File: config.mk
export PLATFORM = sky130hd
export DESIGN_NAME = grant_tracker_flat
export DESIGN_NICKNAME = d
export VERILOG_FILES = /design/src/rtl/grant_tracker_pkg.sv /design/src/rtl/grant_tracker_if.sv /design/src/rtl/grant_tracker_req_slot.sv /design/src/rtl/grant_tracker.sv /design/src/flat_wrapper.sv
export SDC_FILE = /design/constraint.sdc
export NUM_CORES = 1
export LEC_CHECK = 0
export CAP_MARGIN = 5
export CORE_MARGIN = 5
export CORE_UTILIZATION = 40
export CTS_CLUSTER_SIZE = 14
export DETAILED_ROUTE_END_ITERATION = 7
export DONT_BUFFER_PORTS = 1
export GPL_TIMING_DRIVEN = 0
export PLACE_DENSITY_LB_ADDON = 0.25
export RECOVER_POWER = 50
export SLEW_MARGIN = 10
export SYNTH_ARGS = -nofsm -noshare
export SYNTH_HDL_FRONTEND = slang
export SYNTH_HIERARCHICAL = 1
export SYNTH_SLANG_ARGS = --single-unit
File: constraint.sdc
create_clock -name clk -period 3.8 [get_ports clk]
set_clock_uncertainty 0.2 [all_clocks]
set_input_delay 0.57 -clock clk [delete_from_list [all_inputs] [get_ports clk]]
set_output_delay 0.57 -clock clk [all_outputs]
set_load 0.02 [all_outputs]
File: src/rtl/grant_tracker_pkg.sv
// Shared types and helpers for the grant tracker: FSM state encoding, default sizes
// and the one-hot to binary index conversion.
package grant_tracker_pkg;

    typedef enum logic [1:0] {
        ST_ARB  = 2'd0,
        ST_XFER = 2'd1,
        ST_DONE = 2'd2
    } state_t;

    localparam int N_DEF     = 4;
    localparam int LEN_W_DEF = 4;

    // Lowest set bit wins, which matches the arbiter's fixed priority.
    function automatic int onehot_to_idx(input logic [31:0] oh);
        int idx;
        idx = 0;
        for (int i = 31; i >= 0; i--) begin
            if (oh[i]) idx = i;
        end
        return idx;
    endfunction

endpackage

File: src/rtl/grant_tracker_if.sv
// Bus between the requesters/arbiter and the grant tracker.
// Optional macro GRANT_ONEHOT_CHECK_EN adds the sticky err_onehot flag.
interface grant_tracker_if
    import grant_tracker_pkg::*;
#(
    parameter int N     = N_DEF,
    parameter int LEN_W = LEN_W_DEF
);
    localparam int IDX_W = (N > 1) ? $clog2(N) : 1;

    // Handshake: req/arb_en are registered; the arbiter answers with a registered
    // one-hot grant one cycle later, which is only sampled while arb_en is high.
    // The owner then gets exactly len+1 cycles with beat_ok high before done pulses.
    logic [N-1:0]       start;
    logic [N*LEN_W-1:0] len;
    logic [N-1:0]       grant;
    logic               beat_ok;
    logic [N-1:0]       req;
    logic               arb_en;
    logic               busy;
    logic [IDX_W-1:0]   owner_idx;
    logic [N-1:0]       done;
    logic               err_spur;
`ifdef GRANT_ONEHOT_CHECK_EN
    logic               err_onehot;
`endif
    state_t             state;

    modport master (
        output start, len, grant, beat_ok,
        input  req, arb_en, busy, owner_idx, done, err_spur, state
`ifdef GRANT_ONEHOT_CHECK_EN
        , input err_onehot
`endif
    );

    modport slave (
        input  start, len, grant, beat_ok,
        output req, arb_en, busy, owner_idx, done, err_spur, state
`ifdef GRANT_ONEHOT_CHECK_EN
        , output err_onehot
`endif
    );

endinterface

File: src/rtl/grant_tracker_req_slot.sv
// One requester slot: pending flag plus the length captured with its start pulse.
module req_slot #(
    parameter int LEN_W = 4
) (
    input  logic             clk,
    input  logic             rst_n,
    input  logic             start,
    input  logic             clr,
    input  logic [LEN_W-1:0] len_in,
    output logic             pending,
    output logic [LEN_W-1:0] len_q
);
    logic set_en;

    // A start on an idle slot, or on the slot being released this cycle, re-arms it.
    assign set_en = start && (!pending || clr);

    always_ff @(posedge clk or negedge rst_n) begin
        if (!rst_n) begin
            pending <= 1'b0;
            len_q   <= '0;
        end else if (set_en) begin
            pending <= 1'b1;
            len_q   <= len_in;
        end else if (clr) begin
            pending <= 1'b0;
        end
    end

endmodule

File: src/rtl/grant_tracker.sv
// Grant tracker top: request slots, ARB/XFER/DONE FSM, beat counter and grant error flags.
// Macro GRANT_ONEHOT_CHECK_EN rejects multi-hot grants instead of taking the lowest bit.
module grant_tracker
    import grant_tracker_pkg::*;
#(
    parameter int N     = N_DEF,
    parameter int LEN_W = LEN_W_DEF
) (
    input  logic           clk,
    input  logic           rst_n,
    grant_tracker_if.slave bus
);
    localparam int IDX_W = (N > 1) ? $clog2(N) : 1;

    state_t             state_q, state_d;
    logic [LEN_W-1:0]   cnt_q, cnt_d;
    logic [IDX_W-1:0]   owner_q, owner_d;
    logic               spur_q, spur_d;
    logic [N-1:0]       pending;
    logic [N-1:0]       clr_vec;
    logic [LEN_W-1:0]   len_store [N];
    logic [N-1:0]       grant_sel;
    logic [IDX_W-1:0]   grant_idx;
    logic               grant_hit;

    for (genvar i = 0; i < N; i++) begin : g_slot
        req_slot #(.LEN_W(LEN_W)) u_slot (
            .clk     (clk),
            .rst_n   (rst_n),
            .start   (bus.start[i]),
            .clr     (clr_vec[i]),
            .len_in  (bus.len[i*LEN_W +: LEN_W]),
            .pending (pending[i]),
            .len_q   (len_store[i])
        );
    end

`ifdef GRANT_ONEHOT_CHECK_EN
    logic onehot_q, onehot_d;
    logic multi_hot;

    assign multi_hot = |(bus.grant & (bus.grant - N'(1)));
    assign grant_sel = bus.grant;
`else
    assign grant_sel = bus.grant & (~bus.grant + N'(1));
`endif

    assign grant_idx = IDX_W'(onehot_to_idx(32'(grant_sel)));
    assign grant_hit = |(grant_sel & pending);

    always_comb begin
        state_d = state_q;
        cnt_d   = cnt_q;
        owner_d = owner_q;
        spur_d  = 1'b0;
        clr_vec = '0;
`ifdef GRANT_ONEHOT_CHECK_EN
        onehot_d = onehot_q;
`endif
        unique case (state_q)
            ST_ARB: begin
                if (bus.grant != '0) begin
`ifdef GRANT_ONEHOT_CHECK_EN
                    if (multi_hot) begin
                        onehot_d = 1'b1;
                    end else if (grant_hit) begin
                        owner_d = grant_idx;
                        cnt_d   = len_store[grant_idx];
                        state_d = ST_XFER;
                    end else begin
                        spur_d = 1'b1;
                    end
`else
                    if (grant_hit) begin
                        owner_d = grant_idx;
                        cnt_d   = len_store[grant_idx];
                        state_d = ST_XFER;
                    end else begin
                        spur_d = 1'b1;
                    end
`endif
                end
            end
            ST_XFER: begin
                // cnt holds the remaining beats minus one, so it stops at zero.
                if (bus.beat_ok) begin
                    if (cnt_q != '0) cnt_d = cnt_q - LEN_W'(1);
                    else             state_d = ST_DONE;
                end
            end
            ST_DONE: begin
                clr_vec[owner_q] = 1'b1;
                state_d          = ST_ARB;
            end
            default: state_d = ST_ARB;
        endcase
    end

    always_ff @(posedge clk or negedge rst_n) begin
        if (!rst_n) begin
            state_q <= ST_ARB;
            cnt_q   <= '0;
            owner_q <= '0;
            spur_q  <= 1'b0;
        end else begin
            state_q <= state_d;
            cnt_q   <= cnt_d;
            owner_q <= owner_d;
            spur_q  <= spur_d;
        end
    end

`ifdef GRANT_ONEHOT_CHECK_EN
    always_ff @(posedge clk or negedge rst_n) begin
        if (!rst_n) onehot_q <= 1'b0;
        else        onehot_q <= onehot_d;
    end

    assign bus.err_onehot = onehot_q;
`endif

    assign bus.req       = pending;
    assign bus.arb_en    = (state_q == ST_ARB);
    assign bus.busy      = (state_q == ST_XFER);
    assign bus.owner_idx = owner_q;
    assign bus.done      = clr_vec;
    assign bus.err_spur  = spur_q;
    assign bus.state     = state_q;

endmodule

File: src/flat_wrapper.sv
// flat-port wrapper written by rule: the top's interface ports become plain ports
module grant_tracker_flat import grant_tracker_pkg::*;
#(
    parameter int N     = N_DEF,
    parameter int LEN_W = LEN_W_DEF
)
  (clk, rst_n, bus_start, bus_len, bus_grant, bus_beat_ok, bus_req, bus_arb_en, bus_busy, bus_owner_idx, bus_done, bus_err_spur, bus_state);
  grant_tracker_if #(.N(N), .LEN_W(LEN_W)) bus_i ();
  input  logic clk;
  input  logic rst_n;
  input wire logic [$bits(bus_i.start)-1:0] bus_start;
  input wire logic [$bits(bus_i.len)-1:0] bus_len;
  input wire logic [$bits(bus_i.grant)-1:0] bus_grant;
  input wire logic [$bits(bus_i.beat_ok)-1:0] bus_beat_ok;
  output wire logic [$bits(bus_i.req)-1:0] bus_req;
  output wire logic [$bits(bus_i.arb_en)-1:0] bus_arb_en;
  output wire logic [$bits(bus_i.busy)-1:0] bus_busy;
  output wire logic [$bits(bus_i.owner_idx)-1:0] bus_owner_idx;
  output wire logic [$bits(bus_i.done)-1:0] bus_done;
  output wire logic [$bits(bus_i.err_spur)-1:0] bus_err_spur;
  output wire logic [$bits(bus_i.state)-1:0] bus_state;
  assign bus_i.start = bus_start;
  assign bus_i.len = bus_len;
  assign bus_i.grant = bus_grant;
  assign bus_i.beat_ok = bus_beat_ok;
  assign bus_req = bus_i.req;
  assign bus_arb_en = bus_i.arb_en;
  assign bus_busy = bus_i.busy;
  assign bus_owner_idx = bus_i.owner_idx;
  assign bus_done = bus_i.done;
  assign bus_err_spur = bus_i.err_spur;
  assign bus_state = bus_i.state;
  grant_tracker #(.N(N), .LEN_W(LEN_W)) u_core (.clk(clk), .rst_n(rst_n), .bus(bus_i));
endmodule
==> results.cfg <==
[yosys]
synth_cells = 139
netlist_top_cells_count = dfrtp_1 (29), mux2_4 (16), nor2_1 (13)
syn_area_per_cell_um2 = 11.8
synth_area_leaders = dfrtp_1 (44%), mux2_4 (15%), nand2b_4 (3.4%), nor2_1 (3.0%), nand2_4 (2.8%)
synth-warning-count = 6
synthDominantCellAreaShare = 0.444
syn-num-nets = 167
async_flop_share = 1.00
ys_ff_latch = 29
syn_area_mm2 = 0.00164
yosys.area.top_type = dfrtp_1
synth_edf_count = 0
synthFlopType = dfrtp_1
synth-seq-area-share = 0.444
synth.most_common_cell = dfrtp_1
ys_types = 43

[flow_run]
maxCapViolations = 1

[cells_and_area]
diodes = 0
syn2layout_area_growth_pct = 10.2
fin_nets = 176
layout-drive-gt1-share = 0.309
fin_area_mm2 = 0.00180

[placed_design]
gp_congestion = 0.768
portBuffers = 0
hpwl_um = 2750
placed_area_mm2 = 0.00170

[routing]
via_count = 1074
first_pass_iters = 4
wirelength_um = 3540
drt_iter0_drc = 31
vias_per_cell = 5.40
ant_nets = 0
drc = 0
wl_per_cell_um = 17.8

[worst_setup_path]
crit_fanout = 7
required_ps = 3030
critPathCaptureType = output pin
path_cells = nor4bb_1
slowest_stage = nor4bb_1
slowest_delay_ps = 1150
cp-start-kind = register
cp.buffers_inverters = 0
crit_type = reg2out
critPathArrivalTime_ps = 1960
path_delay_family = simple AND/OR/NAND/NOR gates

[floorplanning]
die_w_um = 73.9
fp.dieH_um = 73.9
die_area_mm2 = 0.00547
fp-row-count = 23
initial_core_util = 0.412
ioPinCount = 42
fp.coreArea_mm2 = 0.00397

[pwr]
p_leak_nw = 0.855
ir_drop_mv = 0.298
power_density_mw_per_mm2 = 636

[timing]
tns_ps = 0
fin_crit_ps = 2730
rsz0062_at_grt = false
setup-violations-final = 0
timing.hold.ws_ps = 187
report.final.hold_viol_count = 0
timing.fmax_mhz = 366
tightestPinTransition_ps = 1570
max-slew-margin-rel = -0.0485
timing.final.crit_share = 0.719
slew_viol_final = 30

[clock_tree]
cts_sinks = 29
clockRootBuffer = clkbuf_8
cts.reportedPaths.clkPinSlew_ps = 70
cts_buffers = 5
clk_latency_ps = 280
cts_tree = built
postCtsSetupBuffers = 0
clockBufferDepth = 2
cts_max_level = 2

[global_route]
track_usage = 0.140
grt_pass1_vias = 1121
gr-total-overflow = 0
antenna_found_initial = 0
grt_pass1_wl_um = 5640
grt_max_degree = 30

[hold_path]
hp-class = in2reg

[status]
outcome = complete, but fails checks
violations = max-capacitance violations, max-slew violations
==> through the flow <==
step                       util  setup WS (ps)  cells  power, mW
final                     0.454           1070    199       1.15
after CTS                 0.457           1010    199       1.16
after global routing      0.454           1020    199       1.22
after global placement    0.428           1090    189      0.881
after floorplan               -           1400    139      0.819
after detailed placement  0.429           1080    189      0.901
==> state kept, by name, summed over array words and instances, names as in the netlist <==
signal                        count
u_core/g_slot.u_slot/len_q       16
u_core/cnt_q                      4
u_core/g_slot.u_slot/pending      4
u_core/bus.owner_idx              2
u_core/bus.state                  2
u_core/bus.err_spur               1
==> power by group <==
group / internal [mW] / switching [mW]
Sequential: 0.407 / 0.106
Clock: 0.126 / 0.114
Combinational: 0.202 / 0.191
Total: 0.735 / 0.411
==> layout make-up <==
| class | instances | area (um^2) |
|---|---|---|
| inverter | 9 | 33.8 |
| clock inverter | 2 | 10.0 |
| clock buffer | 6 | 72.6 |
| multi-input combinational | 95 | 847 |
| tap | 50 | 62.6 |
| buffer | 6 | 36.3 |
| fill | 381 | 2170 |
| timing repair buffer | 2 | 13.8 |
| sequential | 29 | 726 |
==> worst paths after layout <==
| check | startpoint | to | slack, ps | depth (start not counted) |
|---|---|---|---|---|
| min in group asynchronous | rst_n | u_core/bus.state[1]$_DFFE_PN0P_ | 1010 | 2 |
| setup reg to reg | u_core/bus.state[1]$_DFFE_PN0P_ | u_core/g_slot[1].u_slot/len_q[3]$_DFFE_PN0P_ | 1080 | 4 |
| hold reg to reg | u_core/g_slot[1].u_slot/len_q[3]$_DFFE_PN0P_ | u_core/g_slot[1].u_slot/len_q[3]$_DFFE_PN0P_ | 310 | 1 |
| hold / removal | bus_start[3] | u_core/g_slot[3].u_slot/pending$_DFFE_PN0P_ | 190 | 1 |
| max in group asynchronous | rst_n | u_core/g_slot[3].u_slot/len_q[3]$_DFFE_PN0P_ | 1450 | 2 |
| setup / recovery | u_core/bus.state[1]$_DFFE_PN0P_ | bus_done[1] | 1070 | 1 |
==> placed cells by master (no fill, tap or decap), types with 2 or more instances in the layout <==
master    netlist  final
dfrtp_1        29     29
mux2_4         16     16
nor2_1         13     13
inv_1           9      9
clkbuf_8        0      5
buf_2           5      5
a211oi_1        3      4
nor3_1          4      4
a21oi_1         4      4
o21ai_0         4      4
nand2b_4        4      4
or2b_1          4      4
nand2_4         4      4
nor3b_1         3      3
a221oi_1        3      3
clkinv_2        0      2
clkbuf_1        0      2
nand2b_1        2      2
nor4b_2         0      2
nor4_2          2      2
a211o_1         2      2
nand2_1         2      2
==> repair_timing <==
| action | CTS | global route |
|---|---|---|
| hold buffers | 2 | 0 |
| resized for setup | 0 | 0 |
| endpoints found under the hold margin | 29 | 0 |
==> logic make-up (layout without fill, tap and decap cells) <==
| family | after synthesis | count (layout) | synth area share |
|---|---|---|---|
| and+or+nand+nor | 50 | 50 | 0.220 |
| DFF | 29 | 29 | 0.444 |
| AOI/OAI and AO/OA | 27 | 27 | 0.132 |
| muxes | 17 | 17 | 0.154 |
| buffers and inverters | 15 | 25 | 0.0428 |
| adders and majority gates | 1 | 1 | 0.00765 |
==> metal layers <==
metal  wire, um  GRT usage
met5          0          0
met4         26     0.0483
met3        177     0.0459
met2       1830      0.236
met1       1500      0.168
Power figures use the tool's default switching activity.
